$ cat config.mk
export PLATFORM = sky130hd
export DESIGN_NAME = led_anim_seq
export DESIGN_NICKNAME = d
export VERILOG_FILES = /design/src/rtl/led_anim_pkg.sv /design/src/rtl/led_frame_timer.sv /design/src/rtl/led_anim_seq.sv
export SDC_FILE = /design/constraint.sdc
export NUM_CORES = 1
export LEC_CHECK = 0
export BUFFER_PORTS_ARGS = -buffer_cell sky130_fd_sc_hd__buf_2
export CAP_MARGIN = 40
export CORE_MARGIN = 2
export CORE_UTILIZATION = 45
export CTS_BUF_LIST = sky130_fd_sc_hd__clkbuf_4 sky130_fd_sc_hd__clkbuf_8
export DETAILED_ROUTE_END_ITERATION = 6
export PLACE_DENSITY = 0.76
export SLEW_MARGIN = 15
export SYNTH_ARGS = -nofsm -noshare
export SYNTH_HDL_FRONTEND = slang
export SYNTH_SLANG_ARGS = --single-unit
export TNS_END_PERCENT = 1
$ cat constraint.sdc
create_clock -name clk -period 5.1 [get_ports clk]
set_clock_uncertainty 0.15 [all_clocks]
set_input_delay 0.51 -clock clk [delete_from_list [all_inputs] [get_ports clk]]
set_output_delay 0.51 -clock clk [all_outputs]
set_load 0.02 [all_outputs]
$ cat src/rtl/led_anim_pkg.sv
// ---------------------------------------------------------------------------
// led_anim_pkg
// Shared types and constants for the LED animation sequencer.
//   anim_mode_e  : play mode as presented on the mode input
//   anim_state_e : sequencer control states
//   LED_OFF      : all-ones LED word (active-low, so every LED dark); slice
//                  it to the LED width where it is used
// ---------------------------------------------------------------------------
package led_anim_pkg;

    typedef enum logic [1:0] {
        MODE_LOOP     = 2'd0,
        MODE_ONESHOT  = 2'd1,
        MODE_PINGPONG = 2'd2,
        MODE_RSV      = 2'd3
    } anim_mode_e;

    typedef enum logic [1:0] {
        ST_IDLE   = 2'd0,
        ST_RUN    = 2'd1,
        ST_PAUSED = 2'd2,
        ST_DONE   = 2'd3
    } anim_state_e;

    localparam logic [63:0] LED_OFF = {64{1'b1}};

endpackage

$ cat src/rtl/led_frame_timer.sv
// ---------------------------------------------------------------------------
// led_frame_timer
// Frame-rate divider. Counts enabled clock cycles and flags the cycle where
// the count equals div; the counter wraps to zero on that cycle when enabled.
// Ports:
//   clk, rst_n : clock, asynchronous active-low reset
//   clear      : synchronous return of the count to zero (has priority)
//   enable     : count this cycle; low holds the count (used for pause)
//   div        : terminal count (cycles per frame minus 1)
//   tick       : count == div (ungated; the caller qualifies it with enable)
// ---------------------------------------------------------------------------
module led_frame_timer #(
    parameter int DIV_W = 24
) (
    input  logic             clk,
    input  logic             rst_n,
    input  logic             clear,
    input  logic             enable,
    input  logic [DIV_W-1:0] div,
    output logic             tick
);

    logic [DIV_W-1:0] cnt_r;

    assign tick = (cnt_r == div);

    // Divider count register: clear wins, otherwise count or wrap when enabled.
    always_ff @(posedge clk or negedge rst_n) begin
        if (!rst_n) begin
            cnt_r <= '0;
        end else if (clear) begin
            cnt_r <= '0;
        end else if (enable) begin
            if (tick) begin
                cnt_r <= '0;
            end else begin
                cnt_r <= cnt_r + 1'b1;
            end
        end else begin
            cnt_r <= cnt_r;
        end
    end

endmodule

$ cat src/rtl/led_anim_seq.sv
// ---------------------------------------------------------------------------
// led_anim_seq
// LED animation sequencer: steps a frame index through an external pattern
// ROM at a programmable frame rate (loop / one-shot / ping-pong), with pause
// and stop, and registers the returned active-low pattern onto the LEDs.
// Ports:
//   clk, rst_n        : clock, asynchronous active-low reset
//   start, stop       : command pulses (stop > start > pause)
//   pause             : level, freezes the frame timer while high
//   mode, div,        : play configuration, latched on start
//   last_frame
//   frame_o / pat_i   : frame index to the ROM / its combinational pattern
//   led_o             : registered active-low LED drive
//   busy, done        : running indicator / one-cycle one-shot completion
//   bright (LED_DIM_EN only) : PWM brightness, 0 = dark .. 15 = lit 15/16
// Build option: define LED_DIM_EN to add the bright input and PWM dimming.
// ---------------------------------------------------------------------------
module led_anim_seq
    import led_anim_pkg::*;
#(
    parameter int LED_W   = 7,
    parameter int FRAME_W = 7,
    parameter int DIV_W   = 24
) (
    input  logic               clk,
    input  logic               rst_n,
    input  logic               start,
    input  logic               stop,
    input  logic               pause,
    input  logic [1:0]         mode,
    input  logic [DIV_W-1:0]   div,
    input  logic [FRAME_W-1:0] last_frame,
    output logic [FRAME_W-1:0] frame_o,
    input  logic [LED_W-1:0]   pat_i,
`ifdef LED_DIM_EN
    input  logic [3:0]         bright,
`endif
    output logic [LED_W-1:0]   led_o,
    output logic               busy,
    output logic               done
);

    localparam logic [LED_W-1:0]   LED_OFF_W = LED_OFF[LED_W-1:0];
    localparam logic [FRAME_W-1:0] FRAME_ONE = {{(FRAME_W-1){1'b0}}, 1'b1};

    anim_state_e        state_r, state_s;
    anim_mode_e         mode_r;
    logic [DIV_W-1:0]   div_r;
    logic [FRAME_W-1:0] last_r;
    logic [FRAME_W-1:0] frame_r, frame_s;
    logic               dir_r, dir_s;      // 0 = counting up, 1 = counting down
    logic [LED_W-1:0]   led_r;
    logic               busy_r, done_r;
    logic               done_s, latch_s, clear_s, enable_s, tick_s;

    led_frame_timer #(.DIV_W(DIV_W)) u_timer (
        .clk    (clk),
        .rst_n  (rst_n),
        .clear  (clear_s),
        .enable (enable_s),
        .div    (div_r),
        .tick   (tick_s)
    );

    // Next-state, frame advance and direction logic.
    always_comb begin
        state_s  = state_r;
        frame_s  = frame_r;
        dir_s    = dir_r;
        done_s   = 1'b0;
        latch_s  = 1'b0;
        clear_s  = 1'b0;
        enable_s = 1'b0;
        if (stop) begin
            state_s = ST_IDLE;
            frame_s = '0;
            dir_s   = 1'b0;
            clear_s = 1'b1;
        end else if (start) begin
            state_s = ST_RUN;
            frame_s = '0;
            dir_s   = 1'b0;
            clear_s = 1'b1;
            latch_s = 1'b1;
        end else begin
            case (state_r)
                ST_RUN, ST_PAUSED: begin
                    if (pause) begin
                        state_s = ST_PAUSED;
                    end else begin
                        // Releasing pause counts in the same cycle, so the
                        // remaining frame time is preserved exactly.
                        state_s  = ST_RUN;
                        enable_s = 1'b1;
                        if (tick_s) begin
                            case (mode_r)
                                MODE_ONESHOT: begin
                                    if (frame_r == last_r) begin
                                        state_s = ST_DONE;
                                        done_s  = 1'b1;
                                    end else begin
                                        frame_s = frame_r + 1'b1;
                                    end
                                end
                                MODE_PINGPONG: begin
                                    if (last_r == '0) begin
                                        frame_s = '0;
                                    end else if (!dir_r) begin
                                        if (frame_r == last_r) begin
                                            dir_s   = 1'b1;
                                            frame_s = last_r - 1'b1;
                                        end else begin
                                            frame_s = frame_r + 1'b1;
                                        end
                                    end else begin
                                        if (frame_r == '0) begin
                                            dir_s   = 1'b0;
                                            frame_s = FRAME_ONE;
                                        end else begin
                                            frame_s = frame_r - 1'b1;
                                        end
                                    end
                                end
                                default: begin
                                    // Loop; the reserved encoding plays as loop too.
                                    if (frame_r == last_r) begin
                                        frame_s = '0;
                                    end else begin
                                        frame_s = frame_r + 1'b1;
                                    end
                                end
                            endcase
                        end else begin
                            frame_s = frame_r;
                        end
                    end
                end
                default: begin
                    state_s = state_r;
                end
            endcase
        end
    end

    // Control state, frame index, latched configuration and output registers.
    always_ff @(posedge clk or negedge rst_n) begin
        if (!rst_n) begin
            state_r <= ST_IDLE;
            frame_r <= '0;
            dir_r   <= 1'b0;
            mode_r  <= MODE_LOOP;
            div_r   <= '0;
            last_r  <= '0;
            led_r   <= LED_OFF_W;
            busy_r  <= 1'b0;
            done_r  <= 1'b0;
        end else begin
            state_r <= state_s;
            frame_r <= frame_s;
            dir_r   <= dir_s;
            if (latch_s) begin
                mode_r <= anim_mode_e'(mode);
                div_r  <= div;
                last_r <= last_frame;
            end
            // Keyed on the next state so that stop darkens the LEDs on the
            // very edge that enters IDLE.
            led_r  <= (state_s == ST_IDLE) ? LED_OFF_W : pat_i;
            busy_r <= (state_s == ST_RUN) || (state_s == ST_PAUSED);
            done_r <= done_s;
        end
    end

    assign frame_o = frame_r;
    assign busy    = busy_r;
    assign done    = done_r;

`ifdef LED_DIM_EN
    logic [3:0] pwm_r;

    // Free-running PWM phase counter for dimming.
    always_ff @(posedge clk or negedge rst_n) begin
        if (!rst_n) begin
            pwm_r <= 4'd0;
        end else begin
            pwm_r <= pwm_r + 4'd1;
        end
    end

    // A lit (low) bit stays low only while the PWM phase is below bright.
    assign led_o = led_r | {LED_W{~(pwm_r < bright)}};
`else
    assign led_o = led_r;
`endif

endmodule
# After elaboration in Yosys (flattened, before gate mapping)
# Cells that the tools add are included.
# word_totals
inputBits	45
register_bits	76
output_inout_bits	16
wordCells	82
# op_classes
addsub	4
n_reduce_logical	11
muxes	46
eq_ne	11
# ops
op	n
$mux 7	12
$mux 24	3
$add 24x1->24 const B	1
$eq 24x24->1	1
$mux 1	23
$logic_not 7->1	2
$mux 2	7
$pmux 7 s2	1
$sub 7x1->7 const B	2
$reduce_bool 3->1	3
$add 7x1->7 const B	1
$eq 7x7->1	1
$eq 2x1->1 const B	3
$eq 2x2->1 const B	3
$ne 3x3->1 const B	2
$reduce_and 5->1	1
$ne 4x4->1 const B	1
$reduce_and 4->1	1
$logic_not 2->1	1
$reduce_bool 2->1	1
$reduce_or 2->1	1
$logic_or 1x1->1	1

# Longest topological paths before layout
# Gate-level depths: netlist (run 1).
# depth
depth_word	10
depth_mapped	9
depth_no_buf	8

# By module
# Synthesis (run 1) repeated with hierarchy kept, for this count alone.
# hier_totals
hier_cells	419
hier_area_um2	4322.9
# by_module_without_submodules
mod	instances	cells_per_inst	area_per_inst_um2
led_anim_seq	1	260	2788.9
led_frame_timer	1	159	1534.0

# Least setup slack after synthesis (run 1)
# No wires, ideal clock.
# synth_path
path_kind	flip-flop to flip-flop
start	reg frame_r[4] (netlist: frame_o[4])
end	reg led_r[0] (netlist: led_o[0])
period_less_slack_ns	2.507
path_slack_ns	2.593
t_arrival_ns	2.273
path_buffers	2
path_stages_with_launch	10
cell_sequence	dfrtp_1 > buf_6 > xor2_1 > nor4_4 > and2_1 > buf_4 > nand3_1 > a21o_1 > ha_1 > or2_2
# synth_between
elab_chain_cells	10
# synth_lines
element	line_no	rtl
from (decl)	led_anim_seq.sv:50	logic [FRAME_W-1:0] frame_r, frame_s;
from (signal assigned)	led_anim_seq.sv:159	frame_r <= frame_s;
$eq 7x7->1	led_anim_seq.sv:98	if (frame_r == last_r) begin
$mux 2	led_anim_seq.sv:98	
$mux 2	led_anim_seq.sv:96	case (mode_r)
$mux 2	led_anim_seq.sv:95	if (tick_s) begin
$mux 2	led_anim_seq.sv:88	if (pause) begin
$mux 2	led_anim_seq.sv:86	case (state_r)
$mux 2	led_anim_seq.sv:79	end else if (start) begin
$mux 2	led_anim_seq.sv:74	if (stop) begin
$logic_not 2->1	led_anim_seq.sv:168	led_r <= (state_s == ST_IDLE) ? LED_OFF_W : pat_i;
$mux 7	led_anim_seq.sv:168	
to (signal assigned)	led_anim_seq.sv:168	
to (decl)	led_anim_seq.sv:52	logic [LED_W-1:0] led_r;
# Every way passes these cells.
# A chain may end at the register's enable or synchronous reset.

# Final worst setup path (run 1)
# layout_path
start	reg frame_r[2] (netlist: frame_o[2])
end	reg led_r[3] (netlist: led_o[3])
# Same word-level chain as after synthesis.

==> metrics.txt, run 1 <==
status completed; ys async rst share 100.0%; synth top area cells dfrtp_1 40%, mux2_2 7.8%, xnor2_1 5.9%; max_cap viols 0; Critical Path RT 5220 ps; placed insts 602; number of global-route vias before repair 3371; DRT iter0 DRCs about 310; die height 102.1 microns; Routed WL per cell about 16 microns; DRT Pass-1 Iters 5; area of the die 10430 sq um; DPL Wire Length between 7000 and 8000 microns; Root Driver clkbuf_8; worst slew pin tran 586.6 ps; DIE WIDTH 102.1 microns; area of the multi-input gates 2258 sq um; Diodes inserted 0; setup TNS 0 ps; Setup Viol. Count Final 0; Critical Path Fanout Max 15; Mapped Cells 425; crit-path cells xor2_1 -> nor3_2 -> and2_1 -> nand3_1 -> a21o_1 -> ha_1 -> or2_2; CP Launch Type flop; Slew HR 60.59%; layout cells sized above 1 29.18%; cell family with most CP delay simple AND/OR/NAND/NOR gates; slowest library cell on the worst path dfrtp_1; sequential area share after synthesis 44.08%; worst skew pair latency 350 ps; crit path time final 2828 ps; Buf+Inv Stages, Crit Path 0; Clock Sinks 76; nets between 500 and 600; Synth Cell Area 4334 sq um; Post-synth EDFFs 0; CTS Buf Count 9; worst setup margin ~2300 ps; number of synthesized register bits 76; initial antenna violation count 0; Fmax achieved 353.6 MHz; number of buffers added for setup after CTS 0; Worst Path Arrival 2950 ps; Final ANT Viol Nets 0; core area 9284 sq um; syn avg cell area 10.20 sq um; gpl congestion between 0.9 and 1; final hold vios 0; Ports 61; vias 3471; total grt overflow 0; WL final about 10000 microns; maximum vdd drop ~190 uV; vias per cell 5.607; source of the worst hold timing path pat_i[6]; CP Capture Type flop; RSZ-0062 raised after global routing false; number of distinct library cells after synthesis 59; CTS max path bufs 2; Net Count, Synth 479; Max Slew Vio Count 0; period utilisation layout between 50% and 60%; Final Core Density 53.64%; Ys Warns 0; leakage 2.108 nW; Area Growth Syn to Fin 14.90%; Reg area approximately 1900 sq um; leading cell types in the layout, fill and taps excluded 69 x dfrtp_1, 60 x buf_2, 32 x nand2_1, 30 x mux2_2, 29 x xnor2_1; CTS tree built; final std cells w/o fill about 620; HP Class input pin to flop; FF-to-FF Start frame_o[2]; Cell Pwr Density between 200 and 300 nW/um^2; Yosys top cell area share 39.84%; Top FF cell, synth dfrtp_1; H-tree Lvls 3; Reg clk slew, reported paths 90 ps; pre-CTS WS 2302 ps; most common cell after layout, fill and taps aside dfrtp_1; port buffer count 60; CP Class flop to flop; DRC 0; first-pass GRT wire length 16450 microns; num rows 35; Fill cells 862; pin count of the biggest net entering global routing 63; total global routing track utilization 20.18%; Initial Util 46.68%; CP startpoint frame_o[2]; leading area contributor after synthesis dfrtp_1; CP peak stage delay 560 ps
## path summary, 6_finish.rpt
path                                endpoint  slack (ps)  cells past startpoint
max                                 led_o[3]        2270                      7
min                                 led_o[6]         200                      2
max reg2reg                         led_o[3]        2270                      7
min reg2reg                u_timer.cnt_r[23]         370                      1
max in group asynchronous              dir_r        3750                      4
min in group asynchronous         frame_o[0]         500                      3
## flip-flops by register name (all words and copies together), names as in the netlist
| signal | count |
|---|---|
| dir_r | 1 |
| frame_o | 7 |
| u_timer.cnt_r | 24 |
| div_r | 24 |
| state_r | 2 |
| mode_r | 2 |
| busy | 1 |
| done | 1 |
| last_r | 7 |
| led_o | 7 |
## Yosys cell counts, types with 2 or more instances
master     count
nor2_2         3
a31oi_1       25
inv_1         16
o21ai_0       13
xnor2_1       29
nor3_1         5
o21ai_1        4
a41oi_1        4
ha_1           9
nand4_1        8
o2bb2ai_1      2
clkbuf_1       8
buf_6          4
or2_2          9
or4_1          3
a2bb2oi_1      3
and2_1         4
o31ai_1        4
dfrtp_1       69
mux2_2        30
a21o_1         2
nor4_4         2
a311oi_1       4
a22o_1         3
a21oi_1       19
nand2_1       32
nand3_1       16
or3_1          4
buf_2          4
nor2_1        18
and3_1         9
nand2b_1       7
mux2i_1        6
xor2_1        14
nor2b_1        2
dfstp_2        7
nor4_1         2
## kinds of logic after synthesis
kind of cell | count (synthesis) | synth area share, %
mux | 36 | 9.180
buf+inv | 34 | 3.868
compound gates | 97 | 14.95
simple gates | 129 | 16.40
fa+ha+maj | 10 | 2.829
flops | 76 | 44.08
xor+xnor | 43 | 8.689
## where the power goes
group	internal (mW)	switching [mW]
Sequential	0.651	0.0454
Combinational	0.121	0.138
Clock	0.234	0.247
Total	1.01	0.431
## worst register-to-register path: cells and delay by family, from the launching register on
kind | cells | cell delay, ps
flops | 1 | 560
fa+ha+maj | 1 | 230
xor+xnor | 1 | 260
compound gates | 1 | 220
simple gates | 4 | 1340
## layout make-up
cell class | instances | share of cell area (%)
well taps | 129 | 3.241
multi-input cells | 315 | 45.35
clock buffers | 9 | 2.487
repair buffers | 67 | 7.688
clock inverters | 7 | 1.658
flip-flops and latches | 76 | 38.37
inverters | 16 | 1.206
## layer usage
metal  share of wire, %  vias up  track usage (%)
met5                  0        -                0
met4                1.4        0            5.744
met3                7.3       11            4.309
met2                 46      126            31.63
met1                 46     1672            28.45
li1                   -     1662                -
## metrics by stage
step	power, mW	cell area, sq um	hold slack, ps
4_1_cts	1.447	4980	197.2
5_1_grt	1.501	4980	196.7
3_5_place_dp	0.9675	4763	321.4
6_report	1.437	4980	200.9
2_1_floorplan	0.8785	4334	64.41
3_3_place_gp	0.9532	4713	351.9
## repair_timing
item	CTS	global route
hold endpoints to repair	7	0
resized for setup	0	0
hold buffers	1	0
No activity file was read; power rests on OpenSTA's default activity.
==> inputs of run 2 (changes only) <==
--- a/config.mk
+++ b/config.mk
@@ -11,7 +11,7 @@
 export CORE_UTILIZATION = 45
 export CTS_BUF_LIST = sky130_fd_sc_hd__clkbuf_4 sky130_fd_sc_hd__clkbuf_8
 export DETAILED_ROUTE_END_ITERATION = 6
-export PLACE_DENSITY = 0.76
+export PLACE_DENSITY = 0.79
 export SLEW_MARGIN = 15
 export SYNTH_ARGS = -nofsm -noshare
 export SYNTH_HDL_FRONTEND = slang
==> constraint.sdc (replaced) <==
create_clock -name clk -period 2.6 [get_ports clk]
set_clock_uncertainty 0.15 [all_clocks]
set_input_delay 0.26 -clock clk [delete_from_list [all_inputs] [get_ports clk]]
set_output_delay 0.26 -clock clk [all_outputs]
set_load 0.02 [all_outputs]
==> metrics.txt, run 2 (synthesis results as in run 1) <==
status completed (unchanged); vias per cell 5.735 (was 5.607); CP Class flop to flop (unchanged); most common cell after layout, fill and taps aside dfrtp_1 (unchanged); DRT iter0 DRCs 556 (was 312); total grt overflow 0 (unchanged); Cell Pwr Density 539.5 nW/um^2 (was 288.5 nW/um^2); maximum vdd drop 295.8 uV (was 186.0 uV); hold worst-path end div_r[2] (was led_o[6]); Root Driver clkbuf_8 (unchanged); source of the worst hold timing path div[2] (was pat_i[6]); DPL Wire Length 7381 microns (was 7404 microns); FF-to-FF path depth 8 (was 7); CP Capture Type flop (unchanged); placed insts 616 (was 602); DRC 0 (unchanged); setup TNS 0 ps (unchanged); core area 9284 sq um (unchanged); CTS tree built (unchanged); FF-to-FF Start u_timer.cnt_r[13] (was frame_o[2]); H-tree Lvls 3 (unchanged); CTS max path bufs 2 (unchanged); Slew HR 61.35% (was 60.59%); placed cell areas 4853 sq um (was 4763 sq um); Area Growth Syn to Fin 26.36% (was 14.90%); layout cells sized above 1 29.89% (was 29.18%); nets 591 (was 539); Final Core Density 58.99% (was 53.64%); Initial Util 46.68% (unchanged); number of buffers added for setup after CTS 0 (unchanged); worst r2r dst led_o[0] (was led_o[3]); leakage 2.353 nW (was 2.108 nW); Critical Path RT 2740 ps (was 5220 ps); Critical Path Fanout Max 7 (was 15); WL final 11350 microns (was 10050 microns); CTS Buf Count 9 (unchanged); Ports 61 (unchanged); vias 3848 (was 3471); CP Launch Type flop (unchanged); Setup Viol. Count Final 0 (unchanged); final hold vios 0 (unchanged); Final ANT Viol Nets 0 (unchanged); max_cap viols 0 (unchanged); CP peak stage delay 440 ps (was 560 ps); DRT Pass-1 Iters 5 (unchanged); leading cell types in the layout, fill and taps excluded 66 x dfrtp_1, 60 x buf_2, 39 x dlygate4sd3_1, 32 x nand2_1, 30 x mux2_2 (was 69 x dfrtp_1, 60 x buf_2, 32 x nand2_1, 30 x mux2_2, 29 x xnor2_1); area of the die 10430 sq um (unchanged); pre-CTS WS 176.2 ps (was 2302 ps); Max Slew Vio Count 0 (unchanged); initial antenna violation count 0 (unchanged); crit-path cells xnor2_1 -> nand4_1 -> nor4_4 -> and2_1 -> nand3_1 -> a21o_1 -> ha_1 -> or2_2 (was xor2_1 -> nor3_2 -> and2_1 -> nand3_1 -> a21o_1 -> ha_1 -> or2_2); pin count of the biggest net entering global routing 77 (was 63); die height 102.1 microns (unchanged); gpl congestion 0.9543 (was 0.9239); RSZ-0062 raised after global routing false (unchanged); worst slew pin tran 575.3 ps (was 586.6 ps); Diodes inserted 0 (unchanged); number of global-route vias before repair 3796 (was 3371); worst setup margin 133.3 ps (was 2272 ps); num rows 35 (unchanged); hold slack 17.79 ps (was 200.9 ps); top flop regs div_r: 24 flops, u_timer.cnt_r: 24 flops (unchanged); flop2flop setup slack 130 ps (was 2270 ps); Fmax achieved 405.4 MHz (was 353.6 MHz); Routed WL per cell 16.92 microns (was 16.23 microns); Reg clk slew, reported paths 90 ps (about the same); port buffer count 60 (unchanged); slowest library cell on the worst path dfrtp_1 (unchanged); Clock Sinks 76 (unchanged); worst skew pair latency 380 ps (was 350 ps); post-route cell area 5477 sq um (was 4980 sq um); Worst Path Arrival 2610 ps (was 2950 ps); crit path time final 2467 ps (was 2828 ps); DIE WIDTH 102.1 microns (unchanged); total power 2.955 mW (was 1.437 mW); period utilisation layout 94.87% (was 55.46%); total global routing track utilization 22.93% (was 20.18%); Hold Crit Depth 2 (unchanged); HP Class input pin to flop (unchanged); final std cells w/o fill 671 (was 619); first-pass GRT wire length 18630 microns (was 16450 microns)
## run 2: how the worst max path moves through the flow
stage | startpoint | end | cells past startpoint
after global routing | u_timer.cnt_r[13] | led_o[5] | 8
final | u_timer.cnt_r[13] | led_o[0] | 8
after floorplan | frame_o[4] | led_o[0] | 9
after detailed placement | u_timer.cnt_r[13] | led_o[3] | 8
after global placement | u_timer.cnt_r[13] | led_o[5] | 8
after CTS | u_timer.cnt_r[13] | led_o[3] | 8
## run 2: cell type report
cell class	instances	area, sq um
Clock buffer	9	123.9
Clock inverter	7	90.09
Fill cell	767	3807
Inverter	16	60.06
Multi-Input combinational cell	315	2273
Sequential cell	76	1914
Tap cell	129	161.4
Timing Repair Buffer	119	853.3
## run 2: power breakdown
| part | leakage (nW) | total (mW) | internal (mW) | switching [mW] |
|---|---|---|---|---|
| clock network | 0.110 | 1.01 | 0.472 | 0.535 |
| registers | 0.956 | 1.36 | 1.28 | 0.0859 |
| logic | 1.29 | 0.584 | 0.286 | 0.297 |
| total | 2.35 | 2.95 | 2.04 | 0.918 |
## run 2: metal layers
layer | global-route usage (%) | up-vias | routed length (microns)
met5 | 0 | - | 0
li1 | - | 1767 | -
met1 | 31.28 | 1839 | 4999
met4 | 10.87 | 0 | 328
met3 | 2.668 | 35 | 728
met2 | 36.69 | 207 | 5295
## run 2: repair_timing
item	4_1_cts	5_1_grt
hold buffers	39	0
hold endpoints to repair	107	0
setup endpoints to repair	0	7
gates resized for setup	0	5
## run 2: worst max-delay path, delay by kind of cell (launching register included)
kind	cells	cell delay (ps)
flops	1	440
xor+xnor	1	210
simple gates	5	1120
compound gates	1	220
fa+ha+maj	1	240
